===== config.mk =====
export PLATFORM = sky130hd
export DESIGN_NAME = cdc_isolate_responder_flat
export DESIGN_NICKNAME = d
export VERILOG_FILES = /design/src/rtl/cdc_isolate_pkg.sv /design/src/rtl/cdc_isolate_responder_if.sv /design/src/rtl/cdc_isolate_responder.sv /design/src/flat_wrapper.sv
export SDC_FILE = /design/constraint.sdc
export NUM_CORES = 1
export LEC_CHECK = 0
export ABC_CLOCK_PERIOD_IN_PS = 1560
export CORE_UTILIZATION = 47
export DETAILED_ROUTE_END_ITERATION = 10
export PLACE_DENSITY = 0.77
export SLEW_MARGIN = 20
export SYNTH_ARGS = -nofsm -noshare
export SYNTH_HDL_FRONTEND = slang
export SYNTH_SLANG_ARGS = --single-unit

===== constraint.sdc =====
create_clock -name clk_i -period 1.56 [get_ports clk_i]
set_input_delay 0.312 -clock clk_i [delete_from_list [all_inputs] [get_ports clk_i]]
set_output_delay 0.312 -clock clk_i [all_outputs]
set_load 0.01 [all_outputs]

===== src/rtl/cdc_isolate_pkg.sv =====
// Shared types for the CDC isolate/clear responder: FSM state encoding and a
// small helper used to size the shared down-counter.
package cdc_isolate_pkg;

  typedef enum logic [2:0] {
    IDLE      = 3'd0,
    DRAIN     = 3'd1,
    ISOLATED  = 3'd2,
    CLEARING  = 3'd3,
    CLEARED   = 3'd4
  } state_e;

  function automatic int unsigned max_u(input int unsigned a, input int unsigned b);
    return (a > b) ? a : b;
  endfunction

endpackage


===== src/rtl/cdc_isolate_responder_if.sv =====
// Local valid/ready stream seen by the responder: upstream side in, downstream
// side out toward the CDC half.
interface cdc_isolate_responder_if #(
  parameter type T = logic
);
  // A beat transfers on a cycle where valid & ready are both high; once valid
  // is raised it stays high with stable data until that cycle.
  logic up_valid;
  logic up_ready;
  T     up_data;
  logic dn_valid;
  logic dn_ready;
  T     dn_data;

  modport master (
    output up_valid, up_data, dn_ready,
    input  up_ready, dn_valid, dn_data
  );

  modport slave (
    input  up_valid, up_data, dn_ready,
    output up_ready, dn_valid, dn_data
  );
endinterface


===== src/rtl/cdc_isolate_responder.sv =====
// Responder for the level-based isolate/clear handshake: drains an open beat
// before acknowledging isolation, and issues a fixed-length clear pulse.
module cdc_isolate_responder
  import cdc_isolate_pkg::*;
#(
  parameter type         T             = logic,
  parameter int unsigned DRAIN_TIMEOUT = 16,
  parameter int unsigned CLEAR_CYCLES  = 2
) (
  input  logic                    clk_i,
  input  logic                    rst_i,
  input  logic                    isolate_req_i,
  output logic                    isolate_ack_o,
  input  logic                    clear_req_i,
  output logic                    clear_ack_o,
  output logic                    clear_o,
  output logic                    drain_timeout_o,
  output state_e                  dbg_state_o,
  cdc_isolate_responder_if.slave  s
);

  localparam int unsigned CNT_MAX = max_u(DRAIN_TIMEOUT, CLEAR_CYCLES);
  localparam int unsigned CW      = $clog2(CNT_MAX + 1);
  localparam logic [CW-1:0] DRAIN_LOAD = CW'((DRAIN_TIMEOUT == 0) ? 0 : DRAIN_TIMEOUT - 1);
  localparam logic [CW-1:0] CLEAR_LOAD = CW'(CLEAR_CYCLES - 1);

  if (CLEAR_CYCLES < 1) begin : g_bad_clear_cycles
    $error("CLEAR_CYCLES must be at least 1");
  end

  state_e        r_state;
  state_e        w_state_nxt;
  logic [CW-1:0] r_cnt;
  logic [CW-1:0] w_cnt_nxt;
  logic          r_drain_to;
  logic          w_to_set;
  logic          w_pass;
  T              w_data;

  always_ff @(posedge clk_i or posedge rst_i) begin
    if (rst_i) begin
      r_state    <= IDLE;
      r_cnt      <= '0;
      r_drain_to <= 1'b0;
    end else begin
      r_state    <= w_state_nxt;
      r_cnt      <= w_cnt_nxt;
      r_drain_to <= r_drain_to | w_to_set;
    end
  end

  always_comb begin
    w_state_nxt = r_state;
    w_cnt_nxt   = r_cnt;
    w_to_set    = 1'b0;
    w_pass      = 1'b0;
    case (r_state)
      IDLE: begin
        w_pass = 1'b1;
        if (isolate_req_i) begin
          if (s.up_valid && !s.dn_ready) begin
            w_state_nxt = DRAIN;
            w_cnt_nxt   = DRAIN_LOAD;
          end else begin
            w_state_nxt = ISOLATED;
          end
        end
      end
      DRAIN: begin
        // The pass-through only carries the beat that was already open.
        w_pass = 1'b1;
        if (r_cnt != '0) w_cnt_nxt = r_cnt - 1'b1;
        if (!isolate_req_i) begin
          w_state_nxt = IDLE;
        end else if (!s.up_valid || s.dn_ready) begin
          w_state_nxt = ISOLATED;
        end else if (DRAIN_TIMEOUT != 0 && r_cnt == '0) begin
          w_state_nxt = ISOLATED;
          w_to_set    = 1'b1;
        end
      end
      ISOLATED: begin
        if (clear_req_i) begin
          w_state_nxt = CLEARING;
          w_cnt_nxt   = CLEAR_LOAD;
        end else if (!isolate_req_i) begin
          w_state_nxt = IDLE;
        end
      end
      CLEARING: begin
        // Pulse length is fixed once started; clear_req_i is not looked at.
        if (r_cnt == '0) w_state_nxt = CLEARED;
        else             w_cnt_nxt   = r_cnt - 1'b1;
      end
      CLEARED: begin
        if (!clear_req_i) w_state_nxt = ISOLATED;
      end
      default: w_state_nxt = IDLE;
    endcase
  end

  assign w_data          = s.up_data;
  assign s.dn_data       = w_data;
  assign s.dn_valid      = w_pass & s.up_valid;
  assign s.up_ready      = w_pass & s.dn_ready;
  assign isolate_ack_o   = (r_state == ISOLATED) || (r_state == CLEARING) || (r_state == CLEARED);
  assign clear_o         = (r_state == CLEARING);
  assign clear_ack_o     = (r_state == CLEARED);
  assign drain_timeout_o = r_drain_to;
  assign dbg_state_o     = r_state;

endmodule


===== src/flat_wrapper.sv =====
// flat-port wrapper written by rule: the top's interface ports become plain ports
module cdc_isolate_responder_flat import cdc_isolate_pkg::*;
#(
  parameter type         T             = logic,
  parameter int unsigned DRAIN_TIMEOUT = 16,
  parameter int unsigned CLEAR_CYCLES  = 2
)
  (clk_i, rst_i, isolate_req_i, isolate_ack_o, clear_req_i, clear_ack_o, clear_o, drain_timeout_o, dbg_state_o, s_up_valid, s_up_data, s_dn_ready, s_up_ready, s_dn_valid, s_dn_data);
  cdc_isolate_responder_if #(.T(T)) s_i ();
  input  logic clk_i;
  input  logic rst_i;
  input  logic isolate_req_i;
  output logic isolate_ack_o;
  input  logic clear_req_i;
  output logic clear_ack_o;
  output logic clear_o;
  output logic drain_timeout_o;
  output state_e dbg_state_o;
  input wire logic [$bits(s_i.up_valid)-1:0] s_up_valid;
  input wire logic [$bits(s_i.up_data)-1:0] s_up_data;
  input wire logic [$bits(s_i.dn_ready)-1:0] s_dn_ready;
  output wire logic [$bits(s_i.up_ready)-1:0] s_up_ready;
  output wire logic [$bits(s_i.dn_valid)-1:0] s_dn_valid;
  output wire logic [$bits(s_i.dn_data)-1:0] s_dn_data;
  assign s_i.up_valid = s_up_valid;
  assign s_i.up_data = s_up_data;
  assign s_i.dn_ready = s_dn_ready;
  assign s_up_ready = s_i.up_ready;
  assign s_dn_valid = s_i.dn_valid;
  assign s_dn_data = s_i.dn_data;
  cdc_isolate_responder #(.T(T), .DRAIN_TIMEOUT(DRAIN_TIMEOUT), .CLEAR_CYCLES(CLEAR_CYCLES)) u_core (.clk_i(clk_i), .rst_i(rst_i), .isolate_req_i(isolate_req_i), .isolate_ack_o(isolate_ack_o), .clear_req_i(clear_req_i), .clear_ack_o(clear_ack_o), .clear_o(clear_o), .drain_timeout_o(drain_timeout_o), .dbg_state_o(dbg_state_o), .s(s_i));
endmodule

# [Yosys cells after proc, flatten, opt, wreduce, memory -nomap -nowiden]
# Index checks and enable logic that the tools add are counted.
[op_classes] n_addsub=1 eq_ne=13 n_mux=21 bitwise_logic=3 n_reduce_logical=13
[op_table] op="2-to-1 mux 5 bit" count=5
[op_table] op="2-to-1 mux 3 bit" count=8
[op_table] op="one-hot mux 5 bit (4 select lines)" count=1
[op_table] op="one-hot mux 3 bit (5 select lines)" count=1
[op_table] op="!= test 2 bit (second input constant)" count=4
[op_table] op="== test 3 x 2 -> 1 bit (second input constant)" count=2
[op_table] op="!= test 2 x 1 -> 1 bit (second input constant)" count=3
[op_table] op="AND reduction 6 bit" count=1
[op_table] op="logical NOT 5 bit" count=1
[op_table] op="2-to-1 mux 1 bit" count=5
[op_table] op="AND reduction 5 bit" count=1
[op_table] op="nonzero test 5 bit" count=1
[op_table] op="subtractor 5 x 1 -> 5 bit (second input constant)" count=1
[op_table] op="!= test 4 x 2 -> 1 bit (second input constant)" count=1
[op_table] op="nonzero test 4 bit" count=1
[op_table] op="== test 3 x 1 -> 1 bit (second input constant)" count=1
[op_table] op="== test 3 bit (second input constant)" count=1
[op_table] op="logical NOT 3 bit" count=1
[op_table] op="logical OR 1 bit" count=3
[op_table] op="!= test 3 bit (second input constant)" count=1
[op_table] op="AND 1 bit" count=2
[op_table] op="logical NOT 1 bit" count=2
[op_table] op="2-to-1 mux 2 bit" count=1
[op_table] op="OR reduction 2 bit" count=1
[op_table] op="other kinds (2)" count=2
[totals] register_bits=9 in_bits=7 out_inout_bits=10 elab_cells=54

# [Longest topological paths before layout]
[logic_depth] depth_word=6 depth_mapped=5 depth_no_buf=5

# [Least setup slack after synthesis]
# No wires, ideal clock.
[synth_timing] path_type="register to register" start="reg u_core.r_cnt[0]" end="reg u_core.r_cnt[2]" setup_time_ps=121 t_arrival_ps=1318 t_required_ps=1439 path_slack_ps=121 stages_incl_launch_ff=6 n_path_buf=0 period_less_slack_ps=1439 cell_sequence="dfrtp_1 > inv_1 > ha_1 > nor4b_4 > a221oi_4 > o22a_1"
[synth_between] elab_chain_cells=3 word_cells_on_any_way=9 cone_classes="add/sub (1); eq/ne (2); mux (3); reduce/logical (3)"
[synth_lines] item="from (decl)" line_no="cdc_isolate_responder.sv:33" source="logic [CW-1:0] r_cnt;"
[synth_lines] item="from (signal assigned)" line_no="cdc_isolate_responder.sv:47" source="r_cnt <= w_cnt_nxt;"
[synth_lines] item="subtractor 5 x 1 -> 5 bit, or another cell as far along" line_no="cdc_isolate_responder.sv:72, cdc_isolate_responder.sv:93"
[synth_lines] item="2-to-1 mux 5 bit, or another cell as far along" line_no="cdc_isolate_responder.sv:92" source="if (r_cnt == '0) w_state_nxt = CLEARED;"
[synth_lines] item="one-hot mux 5 bit (4 select lines) or AND reduction 6 bit (tied branches)"
# Several ways; a longest one is shown, not always the timed one. The select of a mux whose other input is x is not followed.
# A chain may end at the register's enable or synchronous reset.

# [Final worst setup path]
[layout_timing] start="reg u_core.r_state[0] (netlist: u_core.dbg_state_o[0])" end="out clear_o"
[layout_between] elab_chain_cells=1
[layout_lines] item="from (decl)" line_no="cdc_isolate_responder.sv:31" source="state_e r_state;"
[layout_lines] item="from (signal assigned)" line_no="cdc_isolate_responder.sv:46" source="r_state <= w_state_nxt;"
[layout_lines] item="== test 3 x 2 -> 1 bit" line_no="cdc_isolate_responder.sv:107" source="assign clear_o = (r_state == CLEARING);"
[layout_lines] item="to (decl)" line_no="flat_wrapper.sv:16" source="output logic clear_o;"
# No other way between the ends.

==> impl_metrics.yaml <==
yosys:
  ys_ff_latch: 9
  synthesis.nets: 76
  yosysTopAreaCell: "dfrtp_1"
  syn_area_um2: 676.9
  synth_commonest_cells: "dfrtp_1 (9), inv_1 (5), nor2_1 (5)"
  yosysMostFrequentCell: "dfrtp_1"
  synthDistinctLibCells: 39
  synth_top_area_share_pct: 33.27
  ys_seq_area_share_pct: 33.27
  ys_async_sr_fraction_pct: 100.0
  ys.flop_type: "dfrtp_1"
  synth_edf_count: 0
  syn_avg_cell_area_um2: 10.10
  synthCells: 67
  yosysWarningCount: 0
  synthTopCellsByArea: "dfrtp_1 (33%), a221oi_4 (3.9%), ha_1 (3.7%)"
global_routing:
  grt.total_usage_pct: 29.99
  grt_max_degree: 12
  grt_overflow: 0
  grt_pass1_vias: 678
  antenna_found_initial: 0
  grt_first_pass_wirelength_um: 3022
timing:
  timing.final.crit_share_pct: 101.6
  fin_setup_tns_ps: -24.30
  setup_viol_count_final: 1
  timing.fmax_ghz: 0.6312
  min_period_ps: 1584
  drv_slew: 0
  hold_viol: 0
  worstMarginPinSlew_ps: 363.7
  fin_skew_ps: 2.380
  rsz0062_at_grt: "yes"
  slew_headroom_pct: 75.73
  setup_ws_ps: -24.30
die:
  rows: 13
  die_x_um: 39.95
  ios: 17
  core_um2: 1318
  initial_utilization_pct: 51.38
  die_h_um: 39.95
  die_area_um2: 1596
worst_setup_path:
  startpoint_type: "flip-flop"
  crit_chain: "buf_4 > and2b_1 > and2_4 > buf_6"
  cp_data_arrival_time_ps: 1270
  cp_slowest_cell: "dfrtp_1"
  endpoint_kind: "output pin"
  cp_data_required_time_ps: 1250
  path_buf_inv: 2
  worst-setup-path-type: "reg2out"
  path_delay_family: "flip-flops"
  cpPeakStageDelay_ps: 420
  path_max_fanout: 3
pwr:
  comb_power_share_pct: 69.8
  powerDensity_nw_per_um2: 1967
  p_sw_share_pct: 40.68
  p_leak_nw: 0.5151
  seqPwrFrac_pct: 21.3
  p_sw_mw: 0.8871
  ir_drop_uv: 1548
  pwr-share-clk_pct: 8.9
  p_int_mw: 1.294
placed_design:
  hpwl_um: 1217
  place_area_um2: 955.9
  gp_congestion: 0.7964
  portBuffers: 14
  post-place-ws_ps: -316.9
layout:
  drive_gt1_share_pct: 49.07
  final_core_util_pct: 84.14
  nets: 118
  antenna_cells: 0
  syn_to_final_growth_pct: 63.77
  final_area_um2: 1109
  fillers: 79
clock_tree:
  clk_latency_ps: 270
  clockBufferDepth: 2
  cts_htree_levels: 1
  cts_tree: "done"
  clkSlewWorstSetupHoldPaths_ps: 70
  numCtsBuffers: 3
  cts_root_buffer: "clkbuf_4"
  clkSinkCount: 9
min_path:
  hold_class: "in2async"
route:
  route.detailed.drc: 0
  postRouteAntennaNets: 0
  drt_iter0_markers: 19
  routed_wl_um: 2218
  wire_per_inst_um: 18.03
  drt-pass1-iter-count: 4
  viasPerCell: 5.902
  dr_total_vias: 726
status:
  violations: "negative setup slack"
  outcome: "finished, violations left"
job:
  maxCapViolations: 0
repair_timing:
item | 4_1_cts | 5_1_grt
buffers inserted | 7 | 4
pin swaps | 3 | 3
hold buffers | 0 | 0
endpoints found under the setup margin | 15 | 9
hold endpoints to repair | 0 | 0
resized for setup | 29 | 10
sequential cells by signal, indices dropped and copies added (netlist names):
| register | count |
|---|---|
| u_core.drain_timeout_o | 1 |
| u_core.r_cnt | 5 |
| u_core.dbg_state_o | 3 |
metal layers:
layer	global-route usage [%]	vias up	share of wire, %
met2	48.39	22	46
li1	-	333	-
met1	37.02	358	46
met4	18.10	0	4.0
met3	5.000	13	3.7
met5	0	-	0
power groups by stage:
stage | Combinational [mW] | Sequential [mW] | Clock [mW]
2_1_floorplan | 0.670 | 0.469 | 0
3_3_place_gp | 1.19 | 0.436 | 0
3_5_place_dp | 1.21 | 0.440 | 0
4_1_cts | 1.34 | 0.443 | 0.190
5_1_grt | 1.65 | 0.473 | 0.205
6_report | 1.52 | 0.466 | 0.193
through the flow:
step	instances	hold WS, ps	power (mW)
after floorplan	67	139.9	1.139
after global placement	111	455.9	1.627
after detailed placement	111	463.1	1.647
after CTS	121	324.9	1.973
after global routing	123	351.1	2.332
final	123	306.4	2.181
placed cells by master, fill, tap and decap left out, types with 2 or more instances in the layout:
cell / n
a31oi_1: 2
and2_4: 2
and3b_1: 2
buf_2: 3
buf_4: 24
buf_6: 4
clkbuf_4: 3
clkdlybuf4s50_1: 6
dfrtp_1: 9
dlygate4sd2_1: 3
inv_1: 3
inv_2: 2
nand2b_1: 3
nor2_1: 4
nor3b_2: 2
o22a_1: 2
cells by family (layout without fill, tap and decap cells):
logic type	after synthesis	in the layout	share of synthesized area (%)
AO/OA/AOI/OAI	18	18	23.48
XOR/XNOR	1	1	1.294
adder cells (fa/ha/maj)	2	2	3.696
buffers and inverters	9	50	6.100
flip-flops	9	9	33.27
multiplexers	2	2	3.142
AND/OR/NAND/NOR	26	26	29.02
final timing paths:
check	cells after the start	endpoint	startpoint	slack, ps
max in group asynchronous	2	u_core.r_cnt[2]	rst_i	990
worst max register to register	4	u_core.dbg_state_o[1]	u_core.dbg_state_o[2]	20
worst min-delay path	2	u_core.drain_timeout_o	rst_i	310
worst min register to register	1	u_core.drain_timeout_o	u_core.drain_timeout_o	480
min in group clk_i	1	u_core.drain_timeout_o	u_core.drain_timeout_o	480
worst max-delay path	4	clear_o	u_core.dbg_state_o[0]	-20
final cells by class:
type / count / area (um^2) / share of cell area [%]
tap: 15 / 18.77 / 1.693
timing repair buffer: 41 / 336.6 / 30.36
multi-input combinational: 49 / 481.7 / 43.45
clock buffer: 3 / 22.52 / 2.032
inverter: 5 / 18.77 / 1.693
clock inverter: 1 / 5.005 / 0.4515
sequential: 9 / 225.2 / 20.32
No activity file was read; power rests on OpenSTA's default activity.
